<file path="src/rtl/sdram_cmd_arbiter_if.sv">
// Request-FIFO read ports and the command handshake toward the SDRAM controller core.
// The arbiter drives through the master modport; the FIFOs and the core sit on the slave side.
interface sdram_cmd_arbiter_if #(
  parameter int unsigned AddrWidth = 24,
  parameter int unsigned DataWidth = 16
);

  logic                           i_wq_empty;
  logic                           o_wq_rd_en;
  logic [AddrWidth+DataWidth-1:0] i_wq_data;

  logic                           i_rq_empty;
  logic                           o_rq_rd_en;
  logic [AddrWidth-1:0]           i_rq_addr;

  logic                           o_cmd_valid;
  logic                           i_cmd_ready;
  logic [1:0]                     o_cmd_op;
  logic [AddrWidth-1:0]           o_cmd_addr;
  logic [DataWidth-1:0]           o_cmd_wdata;

  logic                           o_ref_overrun;

  modport master (
    input  i_wq_empty, i_wq_data, i_rq_empty, i_rq_addr, i_cmd_ready,
    output o_wq_rd_en, o_rq_rd_en, o_cmd_valid, o_cmd_op, o_cmd_addr, o_cmd_wdata,
           o_ref_overrun
  );

  modport slave (
    output i_wq_empty, i_wq_data, i_rq_empty, i_rq_addr, i_cmd_ready,
    input  o_wq_rd_en, o_rq_rd_en, o_cmd_valid, o_cmd_op, o_cmd_addr, o_cmd_wdata,
           o_ref_overrun
  );

endinterface

</file>
<file path="src/rtl/sdram_cmd_arbiter.sv">
// Schedules refresh, read and write commands from two request FIFOs onto a single
// valid/ready command port, with a starvation guard that bounds read streaks.
module sdram_cmd_arbiter #(
  parameter int unsigned AddrWidth       = 24,
  parameter int unsigned DataWidth       = 16,
  parameter int unsigned RefreshInterval = 780,
  parameter int unsigned StarveLimit     = 4
) (
  input  logic                i_clk,
  input  logic                i_rst,
  sdram_cmd_arbiter_if.master bus
);

  localparam int unsigned RefW  = $clog2(RefreshInterval);
  localparam int unsigned StrkW = $clog2(StarveLimit + 1);

  localparam logic [RefW-1:0]  RefReload = RefW'(RefreshInterval - 1);
  localparam logic [StrkW-1:0] StrkMax   = StrkW'(StarveLimit);

  localparam logic [1:0] OpRead    = 2'b01;
  localparam logic [1:0] OpWrite   = 2'b10;
  localparam logic [1:0] OpRefresh = 2'b11;

  typedef enum logic [1:0] {
    IDLE  = 2'd0,
    POP   = 2'd1,
    LATCH = 2'd2,
    ISSUE = 2'd3
  } state_t;

  state_t            state;
  logic [RefW-1:0]   ref_cnt;
  logic              ref_pending;
  logic [StrkW-1:0]  streak;
  logic              sel_write;

  logic              ref_expire_c;
  logic              cmd_hs_c;
  logic              ref_hs_c;
  logic              grant_ref_c;
  logic              grant_wr_c;
  logic              grant_rd_c;

  assign ref_expire_c = (ref_cnt == '0);
  assign cmd_hs_c     = (state == ISSUE) && bus.o_cmd_valid && bus.i_cmd_ready;
  assign ref_hs_c     = cmd_hs_c && (bus.o_cmd_op == OpRefresh);

  // IDLE grant: refresh first, then reads, unless writes have waited out a full streak
  always_comb begin
    grant_ref_c = 1'b0;
    grant_wr_c  = 1'b0;
    grant_rd_c  = 1'b0;
    if (state == IDLE) begin
      if (ref_pending) begin
        grant_ref_c = 1'b1;
      end else if (!bus.i_wq_empty && (streak == StrkMax)) begin
        grant_wr_c = 1'b1;
      end else if (!bus.i_rq_empty) begin
        grant_rd_c = 1'b1;
      end else if (!bus.i_wq_empty) begin
        grant_wr_c = 1'b1;
      end
    end
  end

  // Free-running refresh timer; a second expiry before the first refresh is taken is sticky
  always_ff @(posedge i_clk) begin
    if (i_rst) begin
      ref_cnt           <= RefReload;
      ref_pending       <= 1'b0;
      bus.o_ref_overrun <= 1'b0;
    end else begin
      ref_cnt <= ref_expire_c ? RefReload : ref_cnt - RefW'(1);
      if (ref_expire_c) begin
        ref_pending <= 1'b1;
      end else if (ref_hs_c) begin
        ref_pending <= 1'b0;
      end
      if (ref_expire_c && ref_pending && !ref_hs_c) begin
        bus.o_ref_overrun <= 1'b1;
      end
    end
  end

  // Consecutive read grants while writes wait
  always_ff @(posedge i_clk) begin
    if (i_rst) begin
      streak <= '0;
    end else if (bus.i_wq_empty || grant_wr_c) begin
      streak <= '0;
    end else if (grant_rd_c && (streak != StrkMax)) begin
      streak <= streak + StrkW'(1);
    end
  end

  // Command FSM with registered FIFO strobes and command outputs
  always_ff @(posedge i_clk) begin
    if (i_rst) begin
      state           <= IDLE;
      sel_write       <= 1'b0;
      bus.o_wq_rd_en  <= 1'b0;
      bus.o_rq_rd_en  <= 1'b0;
      bus.o_cmd_valid <= 1'b0;
      bus.o_cmd_op    <= 2'b00;
      bus.o_cmd_addr  <= '0;
      bus.o_cmd_wdata <= '0;
    end else begin
      case (state)
        IDLE: begin
          if (grant_ref_c) begin
            bus.o_cmd_valid <= 1'b1;
            bus.o_cmd_op    <= OpRefresh;
            bus.o_cmd_addr  <= '0;
            bus.o_cmd_wdata <= '0;
            state           <= ISSUE;
          end else if (grant_wr_c) begin
            sel_write      <= 1'b1;
            bus.o_wq_rd_en <= 1'b1;
            state          <= POP;
          end else if (grant_rd_c) begin
            sel_write      <= 1'b0;
            bus.o_rq_rd_en <= 1'b1;
            state          <= POP;
          end
        end
        POP: begin
          bus.o_wq_rd_en <= 1'b0;
          bus.o_rq_rd_en <= 1'b0;
          state          <= LATCH;
        end
        LATCH: begin
          if (sel_write) begin
            bus.o_cmd_op    <= OpWrite;
            bus.o_cmd_addr  <= bus.i_wq_data[DataWidth +: AddrWidth];
            bus.o_cmd_wdata <= bus.i_wq_data[0 +: DataWidth];
          end else begin
            bus.o_cmd_op    <= OpRead;
            bus.o_cmd_addr  <= bus.i_rq_addr;
            bus.o_cmd_wdata <= '0;
          end
          bus.o_cmd_valid <= 1'b1;
          state           <= ISSUE;
        end
        ISSUE: begin
          if (bus.i_cmd_ready) begin
            bus.o_cmd_valid <= 1'b0;
            bus.o_cmd_op    <= 2'b00;
            bus.o_cmd_addr  <= '0;
            bus.o_cmd_wdata <= '0;
            state           <= IDLE;
          end
        end
        default: state <= IDLE;
      endcase
    end
  end

endmodule

</file>
<file path="src/flat_wrapper.sv">
// flat-port wrapper written by rule: the top's interface ports become plain ports
module sdram_cmd_arbiter_flat 
#(
  parameter int unsigned AddrWidth       = 24,
  parameter int unsigned DataWidth       = 16,
  parameter int unsigned RefreshInterval = 780,
  parameter int unsigned StarveLimit     = 4
)
  (i_clk, i_rst, bus_i_wq_empty, bus_i_wq_data, bus_i_rq_empty, bus_i_rq_addr, bus_i_cmd_ready, bus_o_wq_rd_en, bus_o_rq_rd_en, bus_o_cmd_valid, bus_o_cmd_op, bus_o_cmd_addr, bus_o_cmd_wdata, bus_o_ref_overrun);
  sdram_cmd_arbiter_if #(.AddrWidth(AddrWidth), .DataWidth(DataWidth)) bus_i ();
  input  logic i_clk;
  input  logic i_rst;
  input wire logic [$bits(bus_i.i_wq_empty)-1:0] bus_i_wq_empty;
  input wire logic [$bits(bus_i.i_wq_data)-1:0] bus_i_wq_data;
  input wire logic [$bits(bus_i.i_rq_empty)-1:0] bus_i_rq_empty;
  input wire logic [$bits(bus_i.i_rq_addr)-1:0] bus_i_rq_addr;
  input wire logic [$bits(bus_i.i_cmd_ready)-1:0] bus_i_cmd_ready;
  output wire logic [$bits(bus_i.o_wq_rd_en)-1:0] bus_o_wq_rd_en;
  output wire logic [$bits(bus_i.o_rq_rd_en)-1:0] bus_o_rq_rd_en;
  output wire logic [$bits(bus_i.o_cmd_valid)-1:0] bus_o_cmd_valid;
  output wire logic [$bits(bus_i.o_cmd_op)-1:0] bus_o_cmd_op;
  output wire logic [$bits(bus_i.o_cmd_addr)-1:0] bus_o_cmd_addr;
  output wire logic [$bits(bus_i.o_cmd_wdata)-1:0] bus_o_cmd_wdata;
  output wire logic [$bits(bus_i.o_ref_overrun)-1:0] bus_o_ref_overrun;
  assign bus_i.i_wq_empty = bus_i_wq_empty;
  assign bus_i.i_wq_data = bus_i_wq_data;
  assign bus_i.i_rq_empty = bus_i_rq_empty;
  assign bus_i.i_rq_addr = bus_i_rq_addr;
  assign bus_i.i_cmd_ready = bus_i_cmd_ready;
  assign bus_o_wq_rd_en = bus_i.o_wq_rd_en;
  assign bus_o_rq_rd_en = bus_i.o_rq_rd_en;
  assign bus_o_cmd_valid = bus_i.o_cmd_valid;
  assign bus_o_cmd_op = bus_i.o_cmd_op;
  assign bus_o_cmd_addr = bus_i.o_cmd_addr;
  assign bus_o_cmd_wdata = bus_i.o_cmd_wdata;
  assign bus_o_ref_overrun = bus_i.o_ref_overrun;
  sdram_cmd_arbiter #(.AddrWidth(AddrWidth), .DataWidth(DataWidth), .RefreshInterval(RefreshInterval), .StarveLimit(StarveLimit)) u_core (.i_clk(i_clk), .i_rst(i_rst), .bus(bus_i));
endmodule
</file>
<file path="config.mk">
export PLATFORM = sky130hd
export DESIGN_NAME = sdram_cmd_arbiter_flat
export DESIGN_NICKNAME = d
export VERILOG_FILES = /design/src/rtl/sdram_cmd_arbiter_if.sv /design/src/rtl/sdram_cmd_arbiter.sv /design/src/flat_wrapper.sv
export SDC_FILE = /design/constraint.sdc
export NUM_CORES = 1
export LEC_CHECK = 0
export BUFFER_PORTS_ARGS = -buffer_cell sky130_fd_sc_hd__buf_2
export CORE_MARGIN = 1.5
export CORE_UTILIZATION = 52
export DETAILED_ROUTE_END_ITERATION = 10
export GPL_ROUTABILITY_DRIVEN = 0
export PLACE_DENSITY_LB_ADDON = 0.15
export SETUP_SLACK_MARGIN = 0.05
export SLEW_MARGIN = 20
export SYNTH_ARGS = -nofsm -noshare
export SYNTH_HDL_FRONTEND = slang
export SYNTH_SLANG_ARGS = --single-unit
</file>
<file path="constraint.sdc">
create_clock -name i_clk -period 2.75 [get_ports i_clk]
set_clock_uncertainty 0.1 [all_clocks]
set_input_delay 0.1375 -clock i_clk [delete_from_list [all_inputs] [get_ports i_clk]]
set_output_delay 0.1375 -clock i_clk [all_outputs]
set_load 0.01 [all_outputs]
</file>
==> results of run 1 <==
[area by class of cell]
cell class | instances | share of cell area [%]
Timing Repair Buffer | 136 | 20.5
Clock inverter | 4 | 0.594
Sequential cell | 63 | 33.3
Multi-Input combinational cell | 247 | 39.0
Inverter | 6 | 0.594
Tap cell | 70 | 2.31
Clock buffer | 11 | 3.73
[cell families after synthesis]
| family | count (synthesis) | share of synthesized area [%] |
|---|---|---|
| compound gates | 65 | 12.5 |
| xor+xnor | 5 | 1.53 |
| fa+ha+maj | 8 | 3.50 |
| buf+inv | 31 | 4.42 |
| flops | 63 | 44.1 |
| mux | 24 | 9.44 |
| simple gates | 145 | 24.6 |
[registers in the layout, indices dropped and copies added (netlist names)]
name,flops
u_core.bus.o_cmd_addr,24
u_core.bus.o_cmd_wdata,16
u_core.ref_cnt,10
u_core.streak,3
u_core.bus.o_cmd_op,2
u_core.state,2
u_core.bus.o_cmd_valid,1
u_core.bus.o_ref_overrun,1
u_core.bus.o_rq_rd_en,1
u_core.bus.o_wq_rd_en,1
u_core.ref_pending,1
u_core.sel_write,1
[power by group through the flow]
| stage | clock network [uW] | logic (uW) | registers (uW) |
|---|---|---|---|
| CTS | 688 | 576 | 1010 |
| global route | 723 | 639 | 1020 |
| global placement | 0 | 557 | 1030 |
| detailed placement | 0 | 553 | 1030 |
| floorplan | 0 | 385 | 1030 |
| finish | 669 | 578 | 1010 |
[worst min-delay path: cells and delay by family]
kind	cells	cell delay, ps
AOI/OAI and AO/OA	1	60
buffers and inverters	1	120
and+or+nand+nor	2	140
[placed cells by master (no fill, tap or decap), drive strengths merged, types with 4 or more instances in the layout]
master / instances
a21oi: 50
buf: 119
clkbuf: 11
dfxtp: 63
dlygate4sd3: 17
ha: 8
inv: 6
mux2: 24
nand2: 51
nand2b: 7
nand3: 45
nor2: 13
nor3: 12
or4: 4
[through the flow]
stage / instances / util, % / instance area, sq um
finish: 537 / 72.9 / 3790
global route: 537 / 72.9 / 3790
CTS: 537 / 72.9 / 3790
detailed placement: 505 / 66.4 / 3460
global placement: 505 / 66.4 / 3460
floorplan: 341 / - / 2860
[path summary, 6_finish.rpt]
check                                    start  slack (ps)  cells after the start                                     end
hold / removal                 bus_i_cmd_ready          70                      4     u_core.bus.o_cmd_valid$_SDFFE_PP0P_
setup / recovery  u_core.state[0]$_SDFFE_PP0P_         680                      7  u_core.bus.o_cmd_wdata[7]$_SDFFE_PP0P_
setup reg to reg  u_core.state[0]$_SDFFE_PP0P_         680                      7  u_core.bus.o_cmd_wdata[7]$_SDFFE_PP0P_
hold reg to reg   u_core.ref_cnt[0]$_SDFF_PP1_         310                      1            u_core.ref_cnt[0]$_SDFF_PP1_
[per-layer routing]
metal	up-vias	GRT usage, %	wire length [um]
li1	1429	-	-
met1	1298	27.9	3080
met2	114	40.7	3440
met3	24	5.48	433
met4	0	16.4	240
met5	-	0	0
[timing repair]
item / in CTS / in global routing
setup endpoints to repair: 0 / 0
hold endpoints to repair: 19 / 0
hold buffers: 17 / 0
==> impl_metrics.py, run 1 <==
metrics = {
    "outcome": {
        "status": "finished, final reports clean",
    },
    "routing": {
        "drtAntennaViolNets": 0,
        "drt_iter0_markers": 116,
        "avgRoutedWirePerCell_um": 13.4,
        "viasPerCell": 5.34,
        "drt_pass1_iterations": 4,
        "drc_errors": 0,
        "vias": 2865,
        "wl_um": 7190,
    },
    "global_route": {
        "grt_usage_pct": 24.5,
        "grt_overflow": 0,
        "antenna_found_initial": 0,
        "grt_pass1_wl_um": 11800,
        "grt_pass1_vias": 2718,
        "grt_max_degree": 47,
    },
    "synth": {
        "syn_area_sq_um": 2860,
        "synthCells": 341,
        "seq_area_frac_synth_pct": 44.1,
        "synth-async-reset-ratio_pct": 0,
        "ys_ff_latch": 63,
        "synth_top_cells_by_count": "dfxtp_1 (63), nand2_1 (51), a21oi_1 (50)",
        "yosysTopAreaCell": "dfxtp_1",
        "synth_most_common_cell": "dfxtp_1",
        "yosysUniqueCellTypes": 33,
        "synth-warning-count": 0,
        "synth_fp_nets": 418,
        "synth_top_area_share_pct": 44.1,
        "ys_top_cells_by_area": "dfxtp_1 (44%), mux2_2 (9.4%), a21oi_1 (8.7%), nand3_1 (7.9%), nand2_1 (6.7%)",
        "avgSynthCellArea_sq_um": 8.39,
        "synthFlopType": "dfxtp_1",
        "synth_edf_count": 0,
    },
    "setup_path": {
        "cp_slowest_cell": "nor2b_1",
        "crit_path_start_kind": "flop",
        "slowest_delay_ps": 370,
        "crit_chain": "inv_1 -> ha_1 -> nor2b_1 -> or3_1 -> buf_4 -> nand2_1 -> a21oi_1",
        "cp.required_ps": 2900,
        "crit_family": "simple AND/OR/NAND/NOR gates",
        "crit_arrival_ps": 2220,
        "crit_path_end_kind": "flop",
        "cp_max_fo": 42,
        "path_class": "flop to flop",
        "critPathBufInv": 2,
    },
    "clock_network": {
        "cts.reportedPaths.clkPinSlew_ps": 70,
        "cts_resized": 0,
        "cts-root-buf": "clkbuf_8",
        "cts_buffers": 9,
        "post_cts_buffers": 0,
        "cts.sinks": 63,
        "htreeDepth": 3,
        "tritoncts": "done",
        "clk_latency_ps": 320,
        "clockBufferDepth": 2,
    },
    "pwr": {
        "seq_power_share_pct": 44.8,
        "pwr-share-clk_pct": 29.6,
        "fin_total_pwr_uw": 2260,
        "p_int_uw": 1530,
        "p_sw_share_pct": 32.4,
        "peakVddDrop_v": 0.000404,
        "power_switching_uw": 731,
        "cellLeakagePower_uw": 0.00160,
        "comb_power_share_pct": 25.6,
        "power.density_nw_per_um2": 596,
    },
    "floorplanning": {
        "die_y_um": 77.2,
        "fp-row-count": 26,
        "dieWidth_um": 77.2,
        "core_sq_um": 5200,
        "floorplan.initialDensity_pct": 55.0,
        "io_pins": 115,
        "die_area_sq_um": 5960,
    },
    "finish": {
        "ff_latch_area_sq_um": 1260,
        "fillers": 389,
        "layout-drive-gt1-share_pct": 34.3,
        "multi_input_area_sq_um": 1480,
        "area_delta_synth_final_pct": 32.5,
        "antenna_cells": 0,
        "fin_nets": 540,
    },
    "timing": {
        "grt_setup_unrepaired": "no",
        "maxSlewViolCount": 0,
        "hold_viol": 0,
        "fin_crit_ps": 2070,
        "slew_headroom_pct": 45.5,
        "fin_ws_ps": 683,
        "setup_viol": 0,
        "fmax_mhz": 484,
        "tightest_slew_ps": 817,
        "finalSetupTns_ps": 0,
        "fin_crit_sh_pct": 75.2,
        "timing.hold.ws_ps": 73.2,
    },
    "place": {
        "portBuffers": 114,
        "dp_hpwl_um": 4640,
        "place_worst_setup_slack_ps": 735,
    },
    "job": {
        "drv_cap": 0,
    },
    "worst_hold_path": {
        "hp-class": "input pin to flop",
    },
}
(Power assumes the default switching activity.)
==> run 2: changes to the inputs <==
- CORE_UTILIZATION: 52 -> 43
- clock period: 2.75 -> 1.9 ns (I/O delays scaled with it)
==> impl_metrics.py, run 2 (synthesis gave the netlist of run 1 again) <==
metrics = {
    "outcome": {
        "status": "finished, final reports clean",
    },
    "setup_path": {
        "crit_path_start_kind": "flop",
        "reg2reg_depth": 9,
        "endpoint": "u_core.bus.o_cmd_wdata[8]$_SDFFE_PP0P_",
        "r2r_start": "u_core.state[1]$_SDFFE_PP0P_",
        "timing.rr.end": "u_core.bus.o_cmd_wdata[8]$_SDFFE_PP0P_",
        "crit_path_end_kind": "flop",
        "path_class": "flop to flop",
        "crit_arrival_ps": 2020,
        "cp.required_ps": 2070,
        "startpoint": "u_core.state[1]$_SDFFE_PP0P_",
        "rrSetupSlack_ps": 40,
        "cp_max_fo": 6,
    },
    "clock_network": {
        "tritoncts": "done",
        "cts.reportedPaths.clkPinSlew_ps": 70,
        "cts.sinks": 63,
        "cts_buffers": 9,
        "clockBufferDepth": 2,
        "cts-root-buf": "clkbuf_8",
        "clk_latency_ps": 340,
        "htreeDepth": 3,
    },
    "routing": {
        "drt_iter0_markers": 142,
        "viasPerCell": 5.39,
        "wl_um": 8190,
        "vias": 3025,
        "drt_pass1_iterations": 4,
        "drtAntennaViolNets": 0,
        "drc_errors": 0,
        "avgRoutedWirePerCell_um": 14.6,
    },
    "global_route": {
        "grt_pass1_wl_um": 12000,
        "grt_max_degree": 43,
        "grt_pass1_vias": 2750,
        "antenna_found_initial": 0,
        "grt_overflow": 0,
        "grt_usage_pct": 20.8,
    },
    "floorplanning": {
        "die_y_um": 84.6,
        "core_sq_um": 6390,
        "floorplan.initialDensity_pct": 44.8,
        "dieWidth_um": 84.6,
        "fp-row-count": 29,
        "die_area_sq_um": 7150,
        "io_pins": 115,
    },
    "worst_hold_path": {
        "hold_start": "bus_i_cmd_ready",
        "hp-class": "input pin to flop",
    },
    "finish": {
        "area_delta_synth_final_pct": 45.0,
        "reg_top3": "u_core.bus.o_cmd_addr x24, u_core.bus.o_cmd_wdata x16, u_core.ref_cnt x10",
        "final_cell_mix": "buf_2 (114), dfxtp_1 (60), nand2_1 (51)",
        "largest_reg_flops": 24,
        "layout-drive-gt1-share_pct": 40.3,
        "fin_nets": 556,
        "instances_no_fill": 561,
        "antenna_cells": 0,
        "layout_commonest_cell": "buf_2",
        "top_register": "u_core.bus.o_cmd_addr",
    },
    "pwr": {
        "power.density_nw_per_um2": 962,
        "fin_total_pwr_uw": 3990,
        "cellLeakagePower_uw": 0.00175,
        "peakVddDrop_v": 0.000520,
    },
    "timing": {
        "fin_crit_ps": 1860,
        "hold_viol": 0,
        "fin_ws_ps": 44.8,
        "timing.hold.ws_ps": 27.0,
        "setup_viol": 0,
        "maxSlewViolCount": 0,
        "tightest_slew_ps": 657,
        "fin_crit_sh_pct": 97.6,
        "slew_headroom_pct": 56.2,
        "grt_setup_unrepaired": "yes",
        "fmax_mhz": 539,
    },
    "job": {
        "drv_cap": 0,
    },
    "place": {
        "place_worst_setup_slack_ps": 95.2,
        "dp_cells": 517,
        "dp_hpwl_um": 4740,
        "portBuffers": 114,
    },
}
[run 2: critical path, stage by stage (launching register included)]
cell     delay, ps
dfxtp_2        370
inv_2           60
ha_2           170
nor2b_1        130
buf_4          160
nor3_4         200
buf_6          170
buf_12         130
nand3_1        100
a21oi_2        200
[run 2: cell type report]
type	count	area, sq um
Inverter	6	22.5
Multi-Input combinational cell	247	1540
Timing Repair Buffer	152	1020
Tap cell	77	96.3
Clock buffer	10	128
Sequential cell	63	1260
Clock inverter	6	85.1
Fill cell	564	2240
[run 2: how the worst min path moves through the flow]
stage	to	cells past startpoint	slack [ps]
2_1_floorplan	u_core.streak[1]$_SDFFE_PP0P_	1	70
3_3_place_gp	u_core.bus.o_cmd_wdata[3]$_SDFFE_PP0P_	3	250
3_5_place_dp	u_core.bus.o_cmd_wdata[10]$_SDFFE_PP0P_	3	260
4_1_cts	u_core.bus.o_cmd_valid$_SDFFE_PP0P_	4	10
5_1_grt	u_core.sel_write$_SDFFE_PP0P_	3	80
6_report	u_core.bus.o_cmd_valid$_SDFFE_PP0P_	4	30
[run 2: repair_timing]
item                                    in CTS  in global routing
hold buffers                                17                  0
endpoints found under the setup margin       0                 50
endpoints found under the hold margin       19                  0
gates resized for setup                      0                 21
buffers inserted                             0                  6
[run 2: power by group]
part	total, uW	switching, uW	internal, uW
logic	1270	670	600
registers	1460	62.0	1400
clock network	1260	527	734
[run 2: per-stage QoR]
stage	util, %	area [sq um]	TNS (ps)
4_1_cts	61.8	3940	0
2_1_floorplan	-	2870	0
6_report	65.0	4150	0
3_5_place_dp	55.8	3560	0
3_3_place_gp	55.8	3560	0
5_1_grt	65.0	4150	-14.5
[run 2: routing by layer]
layer	wire, um	GRT usage [%]
met5	0	0
met4	198	11.4
met3	579	4.03
met2	3940	36.9
met1	3480	23.3
